`config.mk`:
```
export PLATFORM = sky130hd
export DESIGN_NAME = instr_word_encoder
export DESIGN_NICKNAME = d
export VERILOG_FILES = /design/src/rtl/riscv_isa_pkg.sv /design/src/rtl/instr_enc_fifo.sv /design/src/rtl/instr_word_encoder.sv
export SDC_FILE = /design/constraint.sdc
export NUM_CORES = 1
export LEC_CHECK = 0
export ABC_AREA = 0
export ABC_CLOCK_PERIOD_IN_PS = 9200
export CAP_MARGIN = 20
export CORE_MARGIN = 2
export CORE_UTILIZATION = 60
export DETAILED_ROUTE_END_ITERATION = 7
export DONT_BUFFER_PORTS = 1
export GPL_TIMING_DRIVEN = 0
export MAX_ROUTING_LAYER = met4
export PLACE_DENSITY = 0.72
export SLEW_MARGIN = 40
export SYNTH_ARGS = -nofsm -noshare
export SYNTH_HDL_FRONTEND = slang
export SYNTH_HIERARCHICAL = 1
export SYNTH_SLANG_ARGS = --single-unit
```
`constraint.sdc`:
```
create_clock -name clk -period 9.2 [get_ports clk]
set_input_delay 1.38 -clock clk [delete_from_list [all_inputs] [get_ports clk]]
set_output_delay 1.38 -clock clk [all_outputs]
set_load 0.02 [all_outputs]
```
`src/rtl/riscv_isa_pkg.sv`:
```
// RV32I encoding constants shared by the instruction encoder and the ALU
// control decoder, plus the field-assembly helper for each instruction format.
package riscv_isa_pkg;

    // Major opcodes
    localparam logic [6:0] OPC_OP     = 7'b0110011;
    localparam logic [6:0] OPC_OP_IMM = 7'b0010011;
    localparam logic [6:0] OPC_LUI    = 7'b0110111;
    localparam logic [6:0] OPC_BRANCH = 7'b1100011;
    localparam logic [6:0] OPC_JAL    = 7'b1101111;
    localparam logic [6:0] OPC_JALR   = 7'b1100111;
    localparam logic [6:0] OPC_LOAD   = 7'b0000011;
    localparam logic [6:0] OPC_STORE  = 7'b0100011;

    // funct3 values
    localparam logic [2:0] F3_ADD  = 3'b000;
    localparam logic [2:0] F3_SLL  = 3'b001;
    localparam logic [2:0] F3_XOR  = 3'b100;
    localparam logic [2:0] F3_SRL  = 3'b101;
    localparam logic [2:0] F3_OR   = 3'b110;
    localparam logic [2:0] F3_AND  = 3'b111;
    localparam logic [2:0] F3_BEQ  = 3'b000;
    localparam logic [2:0] F3_BNE  = 3'b001;
    localparam logic [2:0] F3_BLT  = 3'b100;
    localparam logic [2:0] F3_BGE  = 3'b101;
    localparam logic [2:0] F3_JALR = 3'b000;
    localparam logic [2:0] F3_LW   = 3'b010;
    localparam logic [2:0] F3_SW   = 3'b010;

    // funct7 values
    localparam logic [6:0] F7_BASE = 7'b0000000;
    localparam logic [6:0] F7_ALT  = 7'b0100000;

    // 4-bit ALU operation codes
    localparam logic [3:0] ALU_ADD    = 4'b0000;
    localparam logic [3:0] ALU_OR_LUI = 4'b0001;
    localparam logic [3:0] ALU_ORI    = 4'b0010;
    localparam logic [3:0] ALU_SLL    = 4'b0011;
    localparam logic [3:0] ALU_SRL    = 4'b0100;
    localparam logic [3:0] ALU_SUB    = 4'b0101;
    localparam logic [3:0] ALU_AND    = 4'b0110;
    localparam logic [3:0] ALU_XOR    = 4'b0111;
    localparam logic [3:0] ALU_BEQ    = 4'b1000;
    localparam logic [3:0] ALU_BNE    = 4'b1001;
    localparam logic [3:0] ALU_BGE    = 4'b1010;
    localparam logic [3:0] ALU_BLT    = 4'b1011;
    localparam logic [3:0] ALU_JAL    = 4'b1100;
    localparam logic [3:0] ALU_JALR   = 4'b1101;
    localparam logic [3:0] ALU_LW     = 4'b1110;
    localparam logic [3:0] ALU_SW     = 4'b1111;

    typedef enum logic [2:0] {
        FMT_R,
        FMT_I,
        FMT_S,
        FMT_B,
        FMT_U,
        FMT_J
    } imm_fmt_e;

    // Place fields according to the format; fields a format lacks encode as 0.
    function automatic logic [31:0] assemble_word(
        input imm_fmt_e    fmt,
        input logic [6:0]  opc,
        input logic [2:0]  f3,
        input logic [6:0]  f7,
        input logic [4:0]  rd,
        input logic [4:0]  rs1,
        input logic [4:0]  rs2,
        input logic [20:0] imm
    );
        logic [31:0] w;
        w = '0;
        case (fmt)
            FMT_R: w = {f7, rs2, rs1, f3, rd, opc};
            FMT_I: w = {imm[11:0], rs1, f3, rd, opc};
            FMT_S: w = {imm[11:5], rs2, rs1, f3, imm[4:0], opc};
            FMT_B: w = {imm[12], imm[10:5], rs2, rs1, f3, imm[4:1], imm[11], opc};
            FMT_U: w = {imm[19:0], rd, opc};
            FMT_J: w = {imm[20], imm[10:1], imm[11], imm[19:12], rd, opc};
            default: w = '0;
        endcase
        return w;
    endfunction

endpackage

```
`src/rtl/instr_enc_fifo.sv`:
```
// Synchronous DEPTH-entry FIFO holding {instruction word, word address}.
// Read data is combinational from the head entry and reads as 0 when empty.
module instr_enc_fifo #(
    parameter int unsigned DEPTH = 4,
    parameter int unsigned WIDTH = 40
) (
    input  logic             clk,
    input  logic             rst_n,
    input  logic             flush_i,
    input  logic             push_i,
    input  logic [WIDTH-1:0] data_i,
    input  logic             pop_i,
    output logic [WIDTH-1:0] data_o,
    output logic             full_o,
    output logic             empty_o
);

    localparam int unsigned    PTR_W   = $clog2(DEPTH);
    localparam logic [PTR_W:0] PTR_ONE = (PTR_W + 1)'(1);

    // Pointers carry one extra wrap bit to tell full from empty.
    logic [PTR_W:0]   wr_ptr_q, wr_ptr_d;
    logic [PTR_W:0]   rd_ptr_q, rd_ptr_d;
    logic [WIDTH-1:0] mem_q [DEPTH];
    logic [WIDTH-1:0] mem_d [DEPTH];
    logic             push_ok;
    logic             pop_ok;

    assign empty_o = (wr_ptr_q == rd_ptr_q);
    assign full_o  = (wr_ptr_q[PTR_W] != rd_ptr_q[PTR_W]) &&
                     (wr_ptr_q[PTR_W-1:0] == rd_ptr_q[PTR_W-1:0]);
    assign push_ok = push_i && !full_o && !flush_i;
    assign pop_ok  = pop_i && !empty_o && !flush_i;
    assign data_o  = empty_o ? '0 : mem_q[rd_ptr_q[PTR_W-1:0]];

    // Next pointer and storage state: flush wins over push/pop.
    always_comb begin
        wr_ptr_d = wr_ptr_q;
        rd_ptr_d = rd_ptr_q;
        mem_d    = mem_q;
        if (flush_i) begin
            wr_ptr_d = '0;
            rd_ptr_d = '0;
        end else begin
            if (push_ok) begin
                mem_d[wr_ptr_q[PTR_W-1:0]] = data_i;
                wr_ptr_d = wr_ptr_q + PTR_ONE;
            end
            if (pop_ok) begin
                rd_ptr_d = rd_ptr_q + PTR_ONE;
            end
        end
    end

    // Pointer registers; async reset empties the FIFO immediately.
    always_ff @(posedge clk or negedge rst_n) begin
        if (!rst_n) begin
            wr_ptr_q <= '0;
            rd_ptr_q <= '0;
        end else begin
            wr_ptr_q <= wr_ptr_d;
            rd_ptr_q <= rd_ptr_d;
        end
    end

    // Storage array; contents are never visible while empty, so no reset.
    always_ff @(posedge clk) begin
        mem_q <= mem_d;
    end

endmodule

```
`src/rtl/instr_word_encoder.sv`:
```
// Encodes 4-bit ALU operation requests into RV32I words, buffers them with
// a running word address, and streams them out over valid/ready.
module instr_word_encoder
    import riscv_isa_pkg::*;
#(
    parameter int unsigned          DEPTH     = 4,
    parameter int unsigned          ADDR_W    = 8,
    parameter logic [ADDR_W-1:0]    BASE_ADDR = '0
) (
    input  logic              clk,
    input  logic              reset,
    input  logic              flush_i,
    input  logic              op_valid_i,
    output logic              op_ready_o,
    input  logic [3:0]        alu_op_i,
    input  logic              imm_sel_i,
    input  logic [4:0]        rd_i,
    input  logic [4:0]        rs1_i,
    input  logic [4:0]        rs2_i,
    input  logic [20:0]       imm_i,
    output logic              instr_valid_o,
    input  logic              instr_ready_i,
    output logic [31:0]       instr_o,
    output logic [ADDR_W-1:0] instr_addr_o,
    output logic              err_o,
    output logic [7:0]        err_cnt_o
);

    localparam logic [ADDR_W-1:0] ADDR_ONE = ADDR_W'(1);

    imm_fmt_e          fmt;
    logic [6:0]        opc;
    logic [2:0]        f3;
    logic [6:0]        f7;
    logic [20:0]       imm_eff;
    logic              illegal;
    logic [31:0]       enc_word;

    logic              fifo_full;
    logic              fifo_empty;
    logic [31+ADDR_W:0] fifo_rdata;
    logic              accept;
    logic              push;
    logic              pop;

    logic [ADDR_W-1:0] addr_cnt_q, addr_cnt_d;
    logic              err_q, err_d;
    logic [7:0]        err_cnt_q, err_cnt_d;

    // Map the ALU operation code to format, opcode and function fields.
    always_comb begin
        fmt     = FMT_R;
        opc     = OPC_OP;
        f3      = F3_ADD;
        f7      = F7_BASE;
        imm_eff = imm_i;
        illegal = 1'b0;
        case (alu_op_i)
            ALU_ADD: begin
                f3 = F3_ADD;
                if (imm_sel_i) begin
                    fmt = FMT_I;
                    opc = OPC_OP_IMM;
                end
            end
            ALU_OR_LUI: begin
                if (imm_sel_i) begin
                    fmt = FMT_U;
                    opc = OPC_LUI;
                end else begin
                    f3 = F3_OR;
                end
            end
            ALU_ORI: begin
                fmt = FMT_I;
                opc = OPC_OP_IMM;
                f3  = F3_OR;
            end
            ALU_SLL, ALU_SRL: begin
                f3 = (alu_op_i == ALU_SLL) ? F3_SLL : F3_SRL;
                if (imm_sel_i) begin
                    // Shift-immediate: upper immediate bits are zero, shamt in [4:0].
                    fmt     = FMT_I;
                    opc     = OPC_OP_IMM;
                    imm_eff = {16'd0, imm_i[4:0]};
                end
            end
            ALU_SUB: begin
                f3      = F3_ADD;
                f7      = F7_ALT;
                illegal = imm_sel_i;
            end
            ALU_AND: begin
                f3 = F3_AND;
                if (imm_sel_i) begin
                    fmt = FMT_I;
                    opc = OPC_OP_IMM;
                end
            end
            ALU_XOR: begin
                f3 = F3_XOR;
                if (imm_sel_i) begin
                    fmt = FMT_I;
                    opc = OPC_OP_IMM;
                end
            end
            ALU_BEQ, ALU_BNE, ALU_BGE, ALU_BLT: begin
                fmt     = FMT_B;
                opc     = OPC_BRANCH;
                illegal = imm_i[0];
                case (alu_op_i)
                    ALU_BEQ: f3 = F3_BEQ;
                    ALU_BNE: f3 = F3_BNE;
                    ALU_BGE: f3 = F3_BGE;
                    default: f3 = F3_BLT;
                endcase
            end
            ALU_JAL: begin
                fmt     = FMT_J;
                opc     = OPC_JAL;
                illegal = imm_i[0];
            end
            ALU_JALR: begin
                fmt = FMT_I;
                opc = OPC_JALR;
                f3  = F3_JALR;
            end
            ALU_LW: begin
                fmt = FMT_I;
                opc = OPC_LOAD;
                f3  = F3_LW;
            end
            ALU_SW: begin
                fmt = FMT_S;
                opc = OPC_STORE;
                f3  = F3_SW;
            end
            default: begin
                fmt = FMT_R;
            end
        endcase
        enc_word = assemble_word(fmt, opc, f3, f7, rd_i, rs1_i, rs2_i, imm_eff);
    end

    // Flush blocks requests so nothing is accepted into a FIFO being cleared.
    assign op_ready_o    = !fifo_full && !flush_i;
    assign accept        = op_valid_i && op_ready_o;
    assign push          = accept && !illegal;
    assign instr_valid_o = !fifo_empty;
    assign pop           = instr_valid_o && instr_ready_i;
    assign {instr_o, instr_addr_o} = fifo_rdata;

    instr_enc_fifo #(
        .DEPTH (DEPTH),
        .WIDTH (32 + ADDR_W)
    ) u_fifo (
        .clk     (clk),
        .rst_n   (reset),
        .flush_i (flush_i),
        .push_i  (push),
        .data_i  ({enc_word, addr_cnt_q}),
        .pop_i   (pop),
        .data_o  (fifo_rdata),
        .full_o  (fifo_full),
        .empty_o (fifo_empty)
    );

    // Address counter advances only on legal pushes; error count saturates.
    always_comb begin
        addr_cnt_d = addr_cnt_q;
        err_d      = 1'b0;
        err_cnt_d  = err_cnt_q;
        if (flush_i) begin
            addr_cnt_d = BASE_ADDR;
        end else if (push) begin
            addr_cnt_d = addr_cnt_q + ADDR_ONE;
        end
        if (accept && illegal) begin
            err_d = 1'b1;
            if (err_cnt_q != 8'hFF) begin
                err_cnt_d = err_cnt_q + 8'd1;
            end
        end
    end

    // Counter and error-pulse registers.
    always_ff @(posedge clk or negedge reset) begin
        if (!reset) begin
            addr_cnt_q <= BASE_ADDR;
            err_q      <= 1'b0;
            err_cnt_q  <= '0;
        end else begin
            addr_cnt_q <= addr_cnt_d;
            err_q      <= err_d;
            err_cnt_q  <= err_cnt_d;
        end
    end

    assign err_o     = err_q;
    assign err_cnt_o = err_cnt_q;

endmodule

```
### Word-level counts from Yosys, hierarchy flattened

Cells that the tools add are included.

* register bits after elaboration: 183
* output and inout port bits: 51
* input bits: 46
* word-level logic and storage cells: 100

* $lt $le $gt $ge: 3
* reduce and logical (&&, ||, !) cells: 28
* equality and inequality tests: 24
* bitwise logic cells: 3
* add/subtract/negate cells: 4
* muxes and demuxes: 29

Operators by type and width (count)
* case mux 32 bit (6 select lines): 1
* bitwise mux 160 bit: 1
* two-way mux 40 bit: 4
* binary-select mux 40 bit (select 2 bit): 1
* demux 40 bit (select 2 bit): 1
* case mux 7 bit (8 select lines): 1
* two-way mux 21 bit: 2
* equality test 4 bit, second input constant: 8
* two-way mux 3 bit: 8
* case mux 3 bit (7 select lines): 1
* case mux 3 bit (6 select lines): 1
* adder 8 x 1 -> 8 bit, second input constant: 2
* equality test 4 x 3 -> 1 bit, second input constant: 4
* two-way mux 8 bit: 2
* two-way mux 6 bit: 2
* logical AND 1 bit: 11
* OR reduction 5 bit: 2
* case mux 3 bit (3 select lines): 1
* equality test 4 x 2 -> 1 bit, second input constant: 2
* != test 8 bit, second input constant: 1
* adder 3 x 1 -> 3 bit, second input constant: 2
* equality test 3 x 2 -> 1 bit, second input constant: 2
* equality test 3 bit, second input constant: 2
* >= comparator 3 bit, second input constant: 2
* 18 further kinds: 27

### Depth between registers and ports, before layout

* depth after elaboration: 10
* mapped depth: 9
* depth with buffers taken out: 8

### By module

Netlist, hierarchy kept.

Modules (own cells, without submodules)
* instr_enc_fifo: seq. area each 4954.8 um^2, cells each 318, instances 1, area each 6617.6 um^2
* instr_word_encoder: seq. area each 425.4 um^2, cells each 206, instances 1, area each 1570.3 um^2

### Least setup slack after synthesis

No wires, ideal clock.

* path type: input -> register
* start point: input flush_i
* end point: register u_fifo/mem_q[100] (netlist name) (enable)
* data required time: 8799 ps
* library setup time: 401 ps
* slack: 4925 ps
* data arrival time: 3873 ps
* stages: 7
* buffers on the path: 1
* cell sequence: buf_2 -> nor2_1 -> nand2_1 -> nor2_1 -> inv_1 -> a311oi_2 -> and2_1

* word-level cells in the longest chain between the ends: 7
* elaborated cells on any way between the ends: 8
* classes of those cells: 1 x bitwise; 7 x reduce/logical

RTL lines
* start, declared: line instr_word_encoder.sv:12 `input logic flush_i,`
* logical NOT 1 bit: line instr_word_encoder.sv:146 `assign op_ready_o = !fifo_full && !flush_i;`
* logical AND 1 bit: line instr_word_encoder.sv:146
* named net op_ready_o: line instr_word_encoder.sv:14 `output logic op_ready_o,`
* logical AND 1 bit: line instr_word_encoder.sv:147 `assign accept = op_valid_i && op_ready_o;`
* logical AND 1 bit: line instr_word_encoder.sv:148 `assign push = accept && !illegal;`
* named net push: line instr_word_encoder.sv:43 `logic push;`
* logical AND 1 bit (2 in a row): line instr_enc_fifo.sv:32 `assign push_ok = push_i && !full_o && !flush_i;`
* AND reduction 2 bit (no line)
* end signal, assigned: line instr_enc_fifo.sv:68 `mem_q <= mem_d;`
* end, declared: line instr_enc_fifo.sv:24 `logic [WIDTH-1:0] mem_q [DEPTH];`

The timed path passes the listed nets, and every way through them passes these cells.
A chain may end at the register's enable or synchronous reset.

### Worst setup path after layout

* start point: register u_fifo.wr_ptr_q[1]
* end point: output instr_o[11]

* word-level cells in the longest chain between the ends: 2

RTL lines
* start, declared: line instr_enc_fifo.sv:22 `logic [PTR_W:0] wr_ptr_q, wr_ptr_d;`
* start signal, assigned: line instr_enc_fifo.sv:61 `wr_ptr_q <= wr_ptr_d;`
* equality test 3 bit: line instr_enc_fifo.sv:29 `assign empty_o = (wr_ptr_q == rd_ptr_q);`
* two-way mux 40 bit: line instr_enc_fifo.sv:34 `assign data_o = empty_o ? '0 : mem_q[rd_ptr_q[PTR_W-1:0]];`
* end, declared: line instr_word_encoder.sv:23 `output logic [31:0] instr_o,`

No other way between the ends.

==> metrics <==
worst skew pair latency=0.42 ns; post-route antenna net violation count=0; Inserted Clock Buffers=17; num ports=97; fin nets=607; Setup TNS=0 ns; placed cell area=0.00852 mm²; buffer count from post-CTS setup fixing=0; Reg clk slew, reported paths=0.06 ns; pwr/cell area=219 mW/mm²; Syn Inst Count=524; family with the most delay on the worst path=simple AND/OR/NAND/NOR gates; hold_buf cts=0; CP required=7.82 ns; Slew Limit Fails=0; RSZ-0062 raised after global routing=no; most frequent cell after synthesis=edfxtp_1; Startpoint Class=register; Core Box Area=0.0133 mm²; initial drt markers=373; H-tree depth=4; P&R area growth vs syn=11.3%; Remaining DRCs=0; Post-DP HPWL=11400 µm; Static Leakage=3.10 nW; Ys Warns=6; cts repair resizes=0; largest net degree at the start of global routing=32; Synth area leader=edfxtp_1; post-synthesis sequential area ratio=0.657; worst path cell trace=buf_2 -> xor2_1 -> nor3_2 -> clkbuf_1 -> nor2b_1; Synth area leaders=edfxtp_1 59%, mux4_2 10%, dfrtp_1 7.0%; Non-Filler Instances=743; row cnt=42; via count=4594; CTS root buf=clkbuf_16; HP Class=register to register; GR Util All Layers=0.259; commonest cells in the netlist=160 x edfxtp_1, 48 x nor2b_1, 38 x mux4_2; die width=121 µm; Slew @ Worst Pin=0.796 ns; CTS sink count=183; Most used DFF post-synth=edfxtp_1; max frequency=256 MHz; WL final=17100 µm; drt pass-1 iters=4; Post-synth EDFFs=160; max_slew headroom=0.466; post-synthesis mux area share=0.119; PortBufs=0; total grt overflow=0; Critical-path top delay cell=nor2b_1; Distinct cells, synth=58; Fin Clk Skew=0.00520 ns; post-synthesis compound-gate area fraction=0.0533; status=complete, no violations; vias in the first global route=4573; final-report setup violation count=0; Worst EP arrival=2.53 ns; largest family of logic cells by synthesized area=multiplexers; Initial Utilization=0.616; asr flop ratio synth=0.126; CP Buf/Inv Count=2; synthesized area=0.00819 mm²; die span in y=121 µm; Synth top area share=0.587; DIE AREA=0.0146 mm²; max_cap viols=0; CTS Buffer Depth=2; crit-path max FO=10; first-pass GRT wire length=26300 µm; Vias per Instance=6.18; antenna fix cells=0; drt wl/cell=23.0 µm; final core occ=0.685; fin crit period=3.91 ns; Post-Synth Simple-Gate Area=0.107; Worst setup EP type=output pin; post-synthesis adder-cell area fraction=0.0107; hold slack=0.592 ns; Synth Area in XOR/XNOR=0.0257; fin crit share=0.425; flops & latches, synth=183; syn_area_per_cell=15.6 µm²; final instance area=0.00911 mm²; CTS tree=done; placed cells=711; Peak supply drop=0.229 mV; CP peak stage delay=0.54 ns; critical path class=register to output pin; Placer Congestion=0.939; Fillers=904; initial antenna violation count=0; ratio of cells with drive above 1 in the final layout=0.189; Final Hold Viols=0
## report_power, final
group          leakage [nW]  total (mW)  switching, mW  internal (mW)
Combinational          1.04       0.321          0.211          0.110
Sequential             1.78       0.958         0.0286          0.929
Clock                 0.285       0.718          0.292          0.426
## through the flow
stage | setup slack, ns | power [mW]
finish | 5.29 | 2.00
global route | 4.94 | 2.07
CTS | 5.31 | 2.01
detailed placement | 4.94 | 1.30
global placement | 3.85 | 1.29
floorplan | 4.93 | 1.23
## cell usage in the layout, fill, tap and decap left out, drive strengths merged, types with 2 or more instances in the layout
master and instances:
edfxtp 160, nor2b 48, mux4 40, nand2 31, clkbuf 28, nor2 25, buf 25, dfrtp 23
inv 18, o21ai 18, a22oi 16, nand3 14, xnor2 12, a21oi 9, xor2 9, nor3 9
conb 8, ha 7, clkinv 7, nand4 5, mux2 5, nor4 5, and3 4, nand2b 4
and2 4, bufinv 3, o211ai 3, a2bb2oi 2, clkinvlp 2, a31oi 2, nor3b 2
## logic make-up after synthesis
family / count (synthesis)
buf+inv: 47
fa+ha+maj: 7
flops: 183
simple gates: 156
other cells: 1
xor+xnor: 21
mux: 46
compound gates: 63
## path summary, 6_finish.rpt
kind | from | to | slack, ns | cells after the start
setup / recovery | u_fifo/wr_ptr_q[1]$_DFFE_PN0P_ | instr_o[11] | 5.29 | 5
hold / removal | addr_cnt_q[3]$_DFFE_PN0P_ | u_fifo/mem_q[123]$_DFFE_PP_ | 0.59 | 0
setup reg to reg | u_fifo/wr_ptr_q[1]$_DFFE_PN0P_ | u_fifo/mem_q[58]$_DFFE_PP_ | 5.33 | 10
hold reg to reg | addr_cnt_q[3]$_DFFE_PN0P_ | u_fifo/mem_q[123]$_DFFE_PP_ | 0.59 | 0
max in group asynchronous | reset | u_fifo/wr_ptr_q[1]$_DFFE_PN0P_ | 8.47 | 0
min in group asynchronous | reset | err_cnt_o[6]$_DFFE_PN0P_ | 0.65 | 0
## final cells by class
class / instances / area, µm² / area share
Sequential cell: 183 / 5380 / 0.590
Multi-Input combinational cell: 301 / 2620 / 0.288
Clock buffer: 19 / 433 / 0.0475
Tap cell: 176 / 220 / 0.0242
Buffer: 30 / 159 / 0.0174
Clock inverter: 13 / 155 / 0.0170
Timing Repair Buffer: 4 / 80.1 / 0.00879
Inverter: 17 / 63.8 / 0.00700
## registers in the layout (all words and copies together) (netlist names)
name             count
err_cnt_o            8
u_fifo/mem_q       160
err_o                1
addr_cnt_q           8
u_fifo/rd_ptr_q      3
u_fifo/wr_ptr_q      3
## metal layers
| metal | wire, µm | track usage |
|---|---|---|
| met1 | 7260 | 0.340 |
| met2 | 8510 | 0.404 |
| met3 | 881 | 0.0571 |
| met4 | 402 | 0.0945 |
| met5 | 0 | - |
Power figures use the tool's default switching activity.
